File: config.mk
export PLATFORM = sky130hd
export DESIGN_NAME = l1_ahb_mtx_dec_param
export DESIGN_NICKNAME = d
export VERILOG_FILES = /design/src/rtl/l1_ahb_mtx_pkg.sv /design/src/rtl/l1_ahb_mtx_dft_slv_err.sv /design/src/rtl/l1_ahb_mtx_dec_param.sv
export SDC_FILE = /design/constraint.sdc
export NUM_CORES = 1
export LEC_CHECK = 0
export ABC_AREA = 1
export CAP_MARGIN = 10
export CORE_AREA = 3 3 149 151
export DETAILED_ROUTE_END_ITERATION = 12
export DIE_AREA = 0 0 152 154
export PLACE_DENSITY = 0.62
export SYNTH_ARGS = -nofsm -noshare
export SYNTH_HDL_FRONTEND = slang
export SYNTH_SLANG_ARGS = --single-unit
File: constraint.sdc
create_clock -name HCLK -period 1.6 [get_ports HCLK]
set_input_delay 0.32 -clock HCLK [delete_from_list [all_inputs] [get_ports HCLK]]
set_output_delay 0.32 -clock HCLK [all_outputs]
set_load 0.02 [all_outputs]
File: src/rtl/l1_ahb_mtx_pkg.sv
// Shared definitions for the L1 AHB bus matrix: transfer/response encodings,
// default-slave state type and the per-port data-phase response payload.
package l1_ahb_mtx_pkg;

  localparam int unsigned ADDR_W   = 22;  // HADDR[31:10]
  localparam int unsigned HTRANS_W = 2;
  localparam int unsigned HRESP_W  = 2;
  localparam int unsigned DATA_W   = 32;

  typedef enum logic [HTRANS_W-1:0] {
    TRANS_IDLE   = 2'b00,
    TRANS_BUSY   = 2'b01,
    TRANS_NONSEQ = 2'b10,
    TRANS_SEQ    = 2'b11
  } htrans_e;

  typedef enum logic [HRESP_W-1:0] {
    RESP_OKAY  = 2'b00,
    RESP_ERROR = 2'b01
  } hresp_e;

  typedef enum logic [1:0] {
    DFT_IDLE = 2'b00,
    DFT_ERR1 = 2'b01,
    DFT_ERR2 = 2'b10
  } dft_state_e;

  // Data-phase response from one output stage (or the default slave)
  typedef struct packed {
    logic               ready;
    logic [HRESP_W-1:0] resp;
    logic [DATA_W-1:0]  rdata;
    logic [DATA_W-1:0]  ruser;
  } slv_rsp_t;

endpackage

File: src/rtl/l1_ahb_mtx_dft_slv_err.sv
// Default slave for unmapped addresses: answers NONSEQ/SEQ with a two-cycle
// ERROR response, IDLE/BUSY with a zero-wait OKAY.
// Ports:
//   HCLK, HRESETn  clock, async active-low reset
//   err_req        NONSEQ/SEQ to the default slave accepted this cycle
//   readyout       HREADYOUT of the default slave
//   resp           HRESP of the default slave
//   err_start      pulse when a new error response begins (drives the counter)
module l1_ahb_mtx_dft_slv_err
  import l1_ahb_mtx_pkg::*;
(
  input  logic               HCLK,
  input  logic               HRESETn,
  input  logic               err_req,
  output logic               readyout,
  output logic [HRESP_W-1:0] resp,
  output logic               err_start
);

  dft_state_e state_q;
  dft_state_e state_d;

  // State register; readyout/resp are registered from the next state
  always_ff @(posedge HCLK or negedge HRESETn) begin
    if (!HRESETn) begin
      state_q  <= DFT_IDLE;
      readyout <= 1'b1;
      resp     <= RESP_OKAY;
    end else begin
      state_q  <= state_d;
      readyout <= (state_d != DFT_ERR1);
      resp     <= (state_d == DFT_IDLE) ? RESP_OKAY : RESP_ERROR;
    end
  end

  // Next state; err_start flags IDLE->ERR1 and ERR2->ERR1
  always_comb begin
    state_d   = state_q;
    err_start = 1'b0;
    case (state_q)
      DFT_IDLE: begin
        if (err_req) begin
          state_d   = DFT_ERR1;
          err_start = 1'b1;
        end
      end
      DFT_ERR1: state_d = DFT_ERR2;
      DFT_ERR2: begin
        if (err_req) begin
          state_d   = DFT_ERR1;
          err_start = 1'b1;
        end else begin
          state_d = DFT_IDLE;
        end
      end
      default: state_d = DFT_IDLE;
    endcase
  end

endmodule

File: src/rtl/l1_ahb_mtx_dec_param.sv
// Per-slave-interface address decoder for the L1 AHB bus matrix. Selects one
// of NUM_PORTS output stages (or the internal default slave), tracks the
// data-phase owner to steer responses back, supports swapping regions 0/1 and
// counts unmapped NONSEQ/SEQ accesses.
// Ports:
//   HCLK, HRESETn         clock, async active-low reset
//   HREADYS               transfer done on the input stage
//   sel_dec, decode_addr_dec, trans_dec   address phase from the input stage
//   remap                 swap regions 0 and 1 (address phase only)
//   cnt_clr               synchronous clear of unmapped_cnt
//   active_in, readyout_in, resp_in, rdata_in, ruser_in   per-port inputs
//   sel_out, active_dec   address-phase select / active of selected port
//   HREADYOUTS, HRESPS, HRDATAS, HRUSERS   data-phase response mux
//   unmapped_cnt          saturating unmapped-access counter
module l1_ahb_mtx_dec_param
  import l1_ahb_mtx_pkg::*;
#(
  parameter int unsigned                   NUM_PORTS    = 4,
  parameter int unsigned                   PORT_W       = 3,
  parameter logic [ADDR_W*NUM_PORTS-1:0]   REGION_BASE  = {NUM_PORTS{22'h0}},
  parameter logic [ADDR_W*NUM_PORTS-1:0]   REGION_LIMIT = {NUM_PORTS{22'h3f}},
  parameter int unsigned                   CNT_W        = 8
) (
  input  logic                           HCLK,
  input  logic                           HRESETn,
  input  logic                           HREADYS,
  input  logic                           sel_dec,
  input  logic [ADDR_W-1:0]              decode_addr_dec,
  input  logic [HTRANS_W-1:0]            trans_dec,
  input  logic                           remap,
  input  logic                           cnt_clr,
  input  logic [NUM_PORTS-1:0]           active_in,
  input  logic [NUM_PORTS-1:0]           readyout_in,
  input  logic [HRESP_W*NUM_PORTS-1:0]   resp_in,
  input  logic [DATA_W*NUM_PORTS-1:0]    rdata_in,
  input  logic [DATA_W*NUM_PORTS-1:0]    ruser_in,
  output logic [NUM_PORTS-1:0]           sel_out,
  output logic                           active_dec,
  output logic                           HREADYOUTS,
  output logic [HRESP_W-1:0]             HRESPS,
  output logic [DATA_W-1:0]              HRDATAS,
  output logic [DATA_W-1:0]              HRUSERS,
  output logic [CNT_W-1:0]               unmapped_cnt
);

  localparam logic [PORT_W-1:0] DFT_PORT = PORT_W'(NUM_PORTS);

  logic [PORT_W-1:0]  hit_port;
  logic [PORT_W-1:0]  addr_port;
  logic [PORT_W-1:0]  data_port;
  logic               sel_dft;
  logic               err_req_c;
  logic               dft_readyout;
  logic [HRESP_W-1:0] dft_resp;
  logic               err_start;
  slv_rsp_t           rsp_mux;

  // Region decode: scan downward so the lowest matching index wins
  always_comb begin
    hit_port = DFT_PORT;
    for (int i = int'(NUM_PORTS) - 1; i >= 0; i--) begin
      if ((decode_addr_dec >= REGION_BASE[i*ADDR_W +: ADDR_W]) &&
          (decode_addr_dec <= REGION_LIMIT[i*ADDR_W +: ADDR_W])) begin
        hit_port = PORT_W'(i);
      end
    end
    if (remap && (NUM_PORTS > 1)) begin
      if (hit_port == PORT_W'(0))      hit_port = PORT_W'(1);
      else if (hit_port == PORT_W'(1)) hit_port = PORT_W'(0);
    end
  end

  // IDLE keeps the current owner so the output stage does not switch needlessly
  assign addr_port = (trans_dec == TRANS_IDLE) ? data_port : hit_port;

  // One-hot select and active of the addressed port
  always_comb begin
    sel_out    = '0;
    active_dec = 1'b1;
    for (int i = 0; i < int'(NUM_PORTS); i++) begin
      if (addr_port == PORT_W'(i)) begin
        sel_out[i] = sel_dec;
        active_dec = active_in[i];
      end
    end
  end

  assign sel_dft   = sel_dec && (addr_port == DFT_PORT);
  assign err_req_c = sel_dft && HREADYS && trans_dec[1];

  // Data-phase owner
  always_ff @(posedge HCLK or negedge HRESETn) begin
    if (!HRESETn) begin
      data_port <= '0;
    end else if (HREADYS) begin
      data_port <= addr_port;
    end
  end

  // Owner index beyond the default slave is unreachable by construction
  always_ff @(posedge HCLK) begin
    if (HRESETn) begin
      assert (data_port <= DFT_PORT);
    end
  end

  l1_ahb_mtx_dft_slv_err u_dft (
    .HCLK      (HCLK),
    .HRESETn   (HRESETn),
    .err_req   (err_req_c),
    .readyout  (dft_readyout),
    .resp      (dft_resp),
    .err_start (err_start)
  );

  // Response mux; out-of-range owner drives X
  always_comb begin
    rsp_mux = 'x;
    if (data_port == DFT_PORT) begin
      rsp_mux = '{ready: dft_readyout, resp: dft_resp, rdata: '0, ruser: '0};
    end
    for (int i = 0; i < int'(NUM_PORTS); i++) begin
      if (data_port == PORT_W'(i)) begin
        rsp_mux = '{ready: readyout_in[i],
                    resp:  resp_in[i*HRESP_W +: HRESP_W],
                    rdata: rdata_in[i*DATA_W +: DATA_W],
                    ruser: ruser_in[i*DATA_W +: DATA_W]};
      end
    end
  end

  assign HREADYOUTS = rsp_mux.ready;
  assign HRESPS     = rsp_mux.resp;
  assign HRDATAS    = rsp_mux.rdata;
  assign HRUSERS    = rsp_mux.ruser;

  // Saturating unmapped-access counter; clear wins over increment
  always_ff @(posedge HCLK or negedge HRESETn) begin
    if (!HRESETn) begin
      unmapped_cnt <= '0;
    end else if (cnt_clr) begin
      unmapped_cnt <= '0;
    end else if (err_start && (unmapped_cnt != '1)) begin
      unmapped_cnt <= unmapped_cnt + CNT_W'(1);
    end
  end

endmodule

==> flow_metrics.tcl, run 1 <==
set metrics [dict create \
    status "finished with violations" \
    violations "setup timing" \
    worstReg2RegStart "data_port[2]$_DFFE_PN0P_" \
    synth_cells 442 \
    placed_area_um2 7550 \
    cts_root_buf "clkbuf_16" \
    irDropWorstVdd_mv 0.393 \
    syn_to_final_growth_pct 224 \
    portBuffers 375 \
    gp_congestion 0.847 \
    fmax_mhz 468 \
    final_antenna_net_count 0 \
    synth_area_um2 2810 \
    cts_buffers 3 \
    tightest_slew_ns 0.446 \
    final_util_pct 43.4 \
    ys_async_sr_fraction_pct 100 \
    die_w_um 152 \
    power_leakage_nw 3.63 \
    rr_endpoint "unmapped_cnt[4]$_DFFE_PN0P_" \
    tns_ns -33.68 \
    ff2ff_setup_slack_ns 0.11 \
    fillers 2033 \
    syn_nets 745 \
    fin_crit_sh_pct 134 \
    routed_wl_mm 22.0 \
    path_max_fanout 13 \
    first_global_vias 5243 \
    yosys_register_bits 15 \
    hold_buffers 0 \
    drt_iter0_drc 251 \
    fin_area_um2 9090 \
    crit_buf_inv 5 \
    io_pins 382 \
    final_cell_mix "clkdlybuf4s50_1, nand2_1, buf_6" \
    cts_max_level 1 \
    dpl.hpwl_mm 15.3 \
    crit_family "buffers and inverters" \
    synth_ff_type "dfrtp_1" \
    fin_cells 1167 \
    drtPass1Iterations 6 \
    drc_errors 0 \
    arrival_ns 1.82 \
    fin_ws_ns -0.536 \
    n_antenna_cell 0 \
    grt_usage_pct 16.3 \
    start_util_pct 13.4 \
    crit_path_start_kind "flop" \
    yosysWarnings 0 \
    worstSetupPathType "reg2out" \
    finalClockSkew_ns 0.00113 \
    die_y_um 154 \
    grt_max_degree 33 \
    num_rows 53 \
    post_drt_wl_per_cell_um 18.8 \
    clock_latency_ns 0.24 \
    nNetsFinal 1196 \
    fin_crit_ns 2.14 \
    rsz0062_at_grt "true" \
    crit_chain "buf_6, nor2_4, buf_12, buf_12, buf_4, a221oi_4, o21ai_2, buf_6" \
    clk_pin_slew_ns 0.05 \
    core_area_um2 21000 \
    dp_cells 1117 \
    num_vias 5190 \
    ys_types 31 \
    setup_viol 72 \
    antenna_found_initial 0 \
    clockBufferDepth 2 \
    routed_via_density 4.45 \
    die_area_um2 23400 \
    ys_seq_area_share_pct 13.4 \
    synth_edf_count 0 \
    p_per_area_nw_per_um2 302 \
    reg2reg_depth 10 \
    max_cap_violations 0 \
    drv_slew 0 \
    cp_slowest_cell "dfrtp_1" \
    place_ws_ns -1.11 \
    cp.required_ns 1.28 \
    cts_tree "yes" \
    clkSinkCount 15 \
    cp_slowest_stage_delay_ns 0.39 \
    hold_path_class "in2async" \
    cp-end-kind "output pin" \
    layout_commonest_cell "clkdlybuf4s50_1" \
    grt_pass1_wl_mm 31.0 \
    grt_overflow 0 \
    max_slew_margin_pct 70.2 \
    drive_gt1_share_pct 47.3 \
    final-hold-violation-count 0 \
    syn-mean-instance-area_um2 6.36 \
]
-- final cells by class --
class                           instances  area [µm²]  area share (%)
Multi-Input combinational cell        370        3130            34.4
Tap cell                              275         344            3.79
Clock inverter                          1        5.00          0.0551
Inverter                               20        92.6            1.02
Sequential cell                        15         379            4.17
Timing Repair Buffer                  483        5060            55.7
Clock buffer                            3        75.1           0.826
-- worst max path at each step --
stage	to	from	depth (start not counted)
after floorplan	HRDATAS[25]	data_port[1]$_DFFE_PN0P_	5
after global placement	active_dec	decode_addr_dec[10]	12
after detailed placement	active_dec	decode_addr_dec[10]	12
after CTS	HRUSERS[6]	data_port[0]$_DFFE_PN0P_	9
after global routing	HRESPS[0]	data_port[0]$_DFFE_PN0P_	10
final	HRUSERS[4]	data_port[0]$_DFFE_PN0P_	8
-- report_power, final --
part           switching [mW]  internal, mW
sequential            0.00772         0.390
clock                   0.153         0.334
combinational           0.704          1.16
total                   0.864          1.88
-- cell usage after synthesis, drive strengths merged, types with 2 or more instances --
library cell  count  area [µm²]
nand2            94         358
nor2             90         343
o21ai            68         340
a221oi           65         757
buf              25         169
nand3            24         125
inv              20        75.1
dfrtp            14         350
clkbuf           12        48.8
nand4             8        50.1
a21oi             5        25.0
nor3              5        41.3
xor2              5        43.8
o211ai            2        15.0
-- sequential cells by signal, indices dropped and copies added (netlist names) --
register and cells:
unmapped_cnt 8, u_dft.state_q 2, u_dft.readyout 1, data_port 3, u_dft.resp 1
-- what timing repair did --
item                                    4_1_cts  5_1_grt
gates cloned                                  9        4
buffers inserted                             20       17
resized for setup                           589       91
endpoints found under the setup margin       90       80
pin swaps                                    40       27
-- metal layers --
metal / up-vias / part of all wire (%) / global-route usage [%]
met1: 2444 / 41 / 20.4
met4: 0 / 0.89 / 1.84
met5: - / 0 / 0
met3: 16 / 5.1 / 2.48
met2: 218 / 54 / 30.5
li1: 2512 / - / -
-- cells by family (layout without fill, tap and decap cells) --
kind of cell    after synthesis  in the layout  synth area share [%]
fa+ha+maj                     1              1                 0.445
flops                        15             15                  13.4
buf+inv                      57            507                  10.4
compound gates              140            140                  40.5
xor+xnor                      6              6                  1.87
simple gates                223            223                  33.4
-- stage by stage --
stage          hold WS, ns  total power, mW
2_1_floorplan       0.0244            0.878
3_3_place_gp         0.406             1.96
3_5_place_dp         0.411             1.96
4_1_cts              0.345             2.58
5_1_grt              0.351             2.87
6_report             0.335             2.75
(Power assumes the default switching activity.)
==> inputs of run 2 (changes only) <==
Settings changed: MAX_ROUTING_LAYER set to met4.
==> run 2 against run 1 <==
Combinational power shrank 3%. Via count shrank 1.0%. Power fell by 2.4%. Setup slack improved by 0.011 ns. The run still ends with setup timing left. Largest cell class unchanged. Critical path depth did not move.
==> flow_metrics.tcl, run 2 (synthesis gave the netlist of run 1 again) <==
set metrics [dict create \
    drt_iter0_drc 197 \
    max_cap_violations 0 \
    n_antenna_cell 0 \
    status "finished with violations" \
    cts_buffers 3 \
    nNetsFinal 1188 \
    drtPass1Iterations 4 \
    drive_gt1_share_pct 47.7 \
    p_per_area_nw_per_um2 300 \
    grt_overflow 0 \
    clkSinkCount 15 \
    syn_to_final_growth_pct 219 \
    grt_usage_pct 16.8 \
    final_util_pct 42.7 \
    crit_path_start_kind "flop" \
    power_leakage_nw 3.57 \
    die_w_um 152 \
    post_drt_wl_per_cell_um 18.6 \
    largest_reg_flops 8 \
    clock_latency_ns 0.24 \
    grt_pass1_wl_mm 31.0 \
    path_max_fanout 29 \
    num_rows 53 \
    final-hold-violation-count 0 \
    clockBufferDepth 2 \
    portBuffers 375 \
    clk_pin_slew_ns 0.05 \
    violations "setup timing" \
    p_total_mw 2.68 \
    hold_path_class "in2async" \
    drc_errors 0 \
    cp-end-kind "output pin" \
    worstSetupPathType "reg2out" \
    grt_max_degree 33 \
    fmax_mhz 470 \
    tightest_slew_ns 0.468 \
    die_y_um 154 \
    fin_crit_ns 2.13 \
    reg_top3 "unmapped_cnt (8), data_port (3), u_dft.state_q (2)" \
    first_global_vias 5257 \
    final_antenna_net_count 0 \
    layout_commonest_cell "clkdlybuf4s50_1" \
    max_slew_margin_pct 68.8 \
    cts_root_buf "clkbuf_16" \
    start_util_pct 13.4 \
    routed_wl_mm 21.5 \
    cts_max_level 1 \
    cts_tree "yes" \
    cp.required_ns 1.28 \
    rsz0062_at_grt "true" \
    fillers 2051 \
    fin_ws_ns -0.526 \
    fin_hold_ws_ns 0.336 \
    num_vias 5137 \
    arrival_ns 1.81 \
    fin_crit_sh_pct 133 \
    die_area_um2 23400 \
    place_ws_ns -1.11 \
    core_area_um2 21000 \
    io_pins 382 \
    finalClockSkew_ns 0.00157 \
    setup_viol 72 \
    final_cell_mix "clkdlybuf4s50_1, buf_6, nand2_1" \
    routed_via_density 4.43 \
    dpl.hpwl_mm 15.3 \
    regMostFlops "unmapped_cnt" \
    irDropWorstVdd_mv 0.393 \
    drv_slew 0 \
    antenna_found_initial 0 \
    gp_congestion 0.864 \
]
run 2: worst max-delay path, cell delays in order (launching register included):
cell and delay, ns:
dfrtp_1 0.39, buf_6 0.13, nor2_4 0.19, nand2_4 0.11, buf_4 0.17, buf_12 0.17, nor2_1 0.11, o21ai_1 0.09
buf_4 0.17
run 2: metrics by stage:
step / instance area (µm²) / cells / TNS, ns
after floorplan: 3070 / 442 / -1.82
after global placement: 7550 / 1117 / -56.47
after detailed placement: 7550 / 1117 / -57.62
after CTS: 8490 / 1147 / -32.54
after global routing: 8950 / 1159 / -39.78
final: 8950 / 1159 / -33.20
run 2: final cells by class:
class,instances,area (µm²),share of cell area [%]
Clock buffer,3,75.1,0.839
Tap cell,275,344,3.84
Multi-Input combinational cell,370,3100,34.7
Sequential cell,15,379,4.24
Clock inverter,1,5.00,0.0559
Timing Repair Buffer,475,4950,55.3
Inverter,20,97.6,1.09
run 2: worst paths after layout:
path,startpoint,to,slack (ns),cells after the start
min reg2reg,u_dft.state_q[1]$_DFF_PN0_,u_dft.state_q[1]$_DFF_PN0_,0.41,1
min in group HCLK,u_dft.state_q[1]$_DFF_PN0_,u_dft.state_q[1]$_DFF_PN0_,0.41,1
max reg2reg,data_port[0]$_DFFE_PN0P_,unmapped_cnt[2]$_DFFE_PN0P_,0.10,9
max,data_port[0]$_DFFE_PN0P_,HRUSERS[1],-0.53,8
max in group asynchronous,HRESETn,u_dft.readyout$_DFF_PN1_,0.79,2
min,HRESETn,unmapped_cnt[5]$_DFFE_PN0P_,0.34,1
run 2: layer usage:
| metal | global-route usage (%) | vias to the layer above | wire [µm] |
|---|---|---|---|
| met2 | 30.4 | 228 | 11500 |
| met4 | 1.84 | 0 | 207 |
| li1 | - | 2501 | - |
| met3 | 2.03 | 20 | 1120 |
| met5 | - | - | 0 |
| met1 | 20.8 | 2388 | 8710 |
run 2: timing repair:
action,in CTS,in global routing
gates cloned,9,2
pin swaps,40,29
resized for setup,589,100
setup buffers,20,15
hold buffers,0,0
endpoints found under the setup margin,90,80
run 2: power by group:
group	switching [mW]	internal, mW	total [mW]
logic	0.682	1.12	1.80
registers	0.00762	0.390	0.398
clock network	0.151	0.334	0.485
==> inputs of run 3 (changes only) <==
Settings changed: CORE_AREA 3 3 149 151 to 3 3 147 149, DIE_AREA 0 0 152 154 to 0 0 150 152, PLACE_DENSITY 0.62 to 0.61.
Clock period 1.6 ns to 2.2 ns, I/O delays scaled along.
==> run 3 against run 2 <==
The run still ends with setup timing left. Cell area shrank 9.6%. First-iteration DRC count decreased by 15%. Count of clock-buffer cells in the layout unchanged. Non-clock buffer count decreased by 13. Wire length fell by 3.9%. Highest routed layer unchanged. Via count decreased by 2.7%.
==> flow_metrics.tcl, run 3 (synthesis gave the netlist of run 1 again) <==
set metrics [dict create \
    layout_commonest_cell "clkdlybuf4s50_1" \
    regMostFlops "unmapped_cnt" \
    worstHoldPathCells 1 \
    arrival_ns 1.84 \
    die_area_um2 22800 \
    finalClockSkew_ns 0.00220 \
    nNetsFinal 1175 \
    drv_slew 0 \
    irDropWorstVdd_mv 0.177 \
    fin_crit_sh_pct 104 \
    first_global_vias 4953 \
    drive_gt1_share_pct 27.9 \
    clockBufferDepth 2 \
    grt_pass1_wl_mm 29.1 \
    crit_path_start_kind "flop" \
    p_per_area_nw_per_um2 222 \
    num_vias 5000 \
    tightest_slew_ns 0.676 \
    placed_area_um2 7220 \
    final_antenna_net_count 0 \
    violations "setup timing" \
    crit_buf_inv 6 \
    syn_to_final_growth_pct 188 \
    cts_tree "yes" \
    min-delay-start "u_dft.state_q[1]$_DFF_PN0_" \
    max_cap_violations 0 \
    fin_crit_ns 2.28 \
    status "finished with violations" \
    clock_latency_ns 0.25 \
    die_y_um 152 \
    portBuffers 375 \
    routed_wl_mm 20.7 \
    io_pins 382 \
    grt_overflow 0 \
    power_leakage_nw 3.27 \
    ff2ff_setup_slack_ns 0.49 \
    cp_slowest_cell "dfrtp_1" \
    final-hold-violation-count 0 \
    reg2reg_depth 11 \
    largest_reg_flops 8 \
    clkSinkCount 15 \
    reg_top3 "unmapped_cnt (8), data_port (3), u_dft.state_q (2)" \
    num_rows 52 \
    cts_buffers 3 \
    fin_hold_ws_ns 0.430 \
    die_w_um 150 \
    hold_end "u_dft.state_q[1]$_DFF_PN0_" \
    drt_iter0_drc 167 \
    drtPass1Iterations 4 \
    dpl.hpwl_mm 15.8 \
    rr_endpoint "unmapped_cnt[3]$_DFFE_PN0P_" \
    fin_ws_ns -0.0787 \
    clk_pin_slew_ns 0.05 \
    antenna_found_initial 1 \
    post_drt_wl_per_cell_um 18.1 \
    cp_slowest_stage_delay_ns 0.40 \
    cpMostUsedCell "buf_12" \
    max_slew_margin_pct 54.8 \
    setup_viol 42 \
    routed_via_density 4.38 \
    cts_root_buf "clkbuf_16" \
    core_area_um2 20300 \
    rsz0062_at_grt "true" \
    cp-end-kind "output pin" \
    crit_family "buffers and inverters" \
    crit_chain "buf_6, nor2_4, nand2_4, inv_4, buf_12, buf_12, buf_12, a221oi_2, o21ai_1, buf_4" \
    fmax_mhz 439 \
    drc_errors 0 \
    path_max_fanout 5 \
    start_util_pct 13.8 \
    grt_max_degree 32 \
    worstReg2RegStart "data_port[0]$_DFFE_PN0P_" \
    cp.required_ns 1.76 \
    hold_buffers 0 \
    cts_max_level 1 \
    worstSetupPathType "reg2out" \
    final_cell_mix "clkdlybuf4s50_1, buf_4, nand2_1" \
    grt_usage_pct 16.6 \
    gp_congestion 0.908 \
    hold_path_class "reg2reg" \
    fin_area_um2 8090 \
]
## run 3: changes by cell type in the layout (fill, tap and decap cells not counted), moves of 10 or more
cell	before	now
a221oi_1	2	17
a221oi_2	52	40
buf_12	14	24
buf_2	21	2
buf_4	56	98
buf_6	82	23
clkdlybuf4s50_1	275	285
nor2_1	29	84
nor2_2	48	2
o21ai_1	4	56
o21ai_2	61	7
## run 3: how the worst max path moves through the flow
stage | start | endpoint | slack [ns] | cells after the start
2_1_floorplan | data_port[1]$_DFFE_PN0P_ | HRUSERS[10] | 0.22 | 4
3_3_place_gp | decode_addr_dec[12] | active_dec | -0.62 | 11
3_5_place_dp | decode_addr_dec[10] | active_dec | -0.62 | 11
4_1_cts | data_port[1]$_DFFE_PN0P_ | HRDATAS[14] | -0.08 | 9
5_1_grt | data_port[0]$_DFFE_PN0P_ | HRDATAS[14] | -0.15 | 10
6_report | data_port[0]$_DFFE_PN0P_ | HRDATAS[14] | -0.08 | 10
## run 3: cell type report
cell class	instances	area, µm²
Clock buffer	3	75.1
Multi-Input combinational cell	370	2440
Timing Repair Buffer	462	4770
Inverter	20	82.6
Fill cell	2084	12200
Tap cell	270	338
Clock inverter	1	5.00
Sequential cell	15	379
Antenna cell	1	2.50
## run 3: layer usage
layer	vias up	global-route usage (%)	routed length, µm
met5	-	-	0
met4	0	2.00	203
met3	13	2.44	1500
met2	208	29.9	10700
met1	2312	19.9	8300
li1	2467	-	-
## run 3: power by group
group | internal, mW | switching (mW) | leakage [nW] | total [mW]
combinational | 0.729 | 0.419 | 3.03 | 1.15
clock | 0.243 | 0.112 | 0.0409 | 0.355
sequential | 0.284 | 0.00719 | 0.199 | 0.291
## run 3: worst register-to-register path, cell delays in order, from the launching register on
cell and delay (ns):
dfrtp_1 0.40, buf_6 0.14, buf_4 0.12, buf_4 0.12, nand2_2 0.09, buf_4 0.11
nand3_1 0.06, nor2_1 0.09, buf_4 0.18, nand2_2 0.13, nand3_1 0.10, nand2_1 0.06
## run 3: metrics by stage
| step | TNS (ns) | utilization, % | instances | setup slack [ns] | power, mW |
|---|---|---|---|---|---|
| after floorplan | 0 | - | 442 | 0.221 | 0.603 |
| after global placement | -22.82 | 35.6 | 1098 | -0.623 | 1.40 |
| after detailed placement | -23.72 | 35.6 | 1098 | -0.622 | 1.40 |
| after CTS | -1.52 | 37.6 | 1128 | -0.0797 | 1.76 |
| after global routing | -6.09 | 39.8 | 1142 | -0.154 | 1.88 |
| final | -1.42 | 39.8 | 1142 | -0.0787 | 1.79 |
## run 3: timing repair
action | in CTS | in global routing
cloned | 5 | 2
hold endpoints to repair | 0 | 0
pin swaps | 28 | 20
setup buffers | 22 | 11
endpoints found under the setup margin | 72 | 71
gates resized for setup | 408 | 80
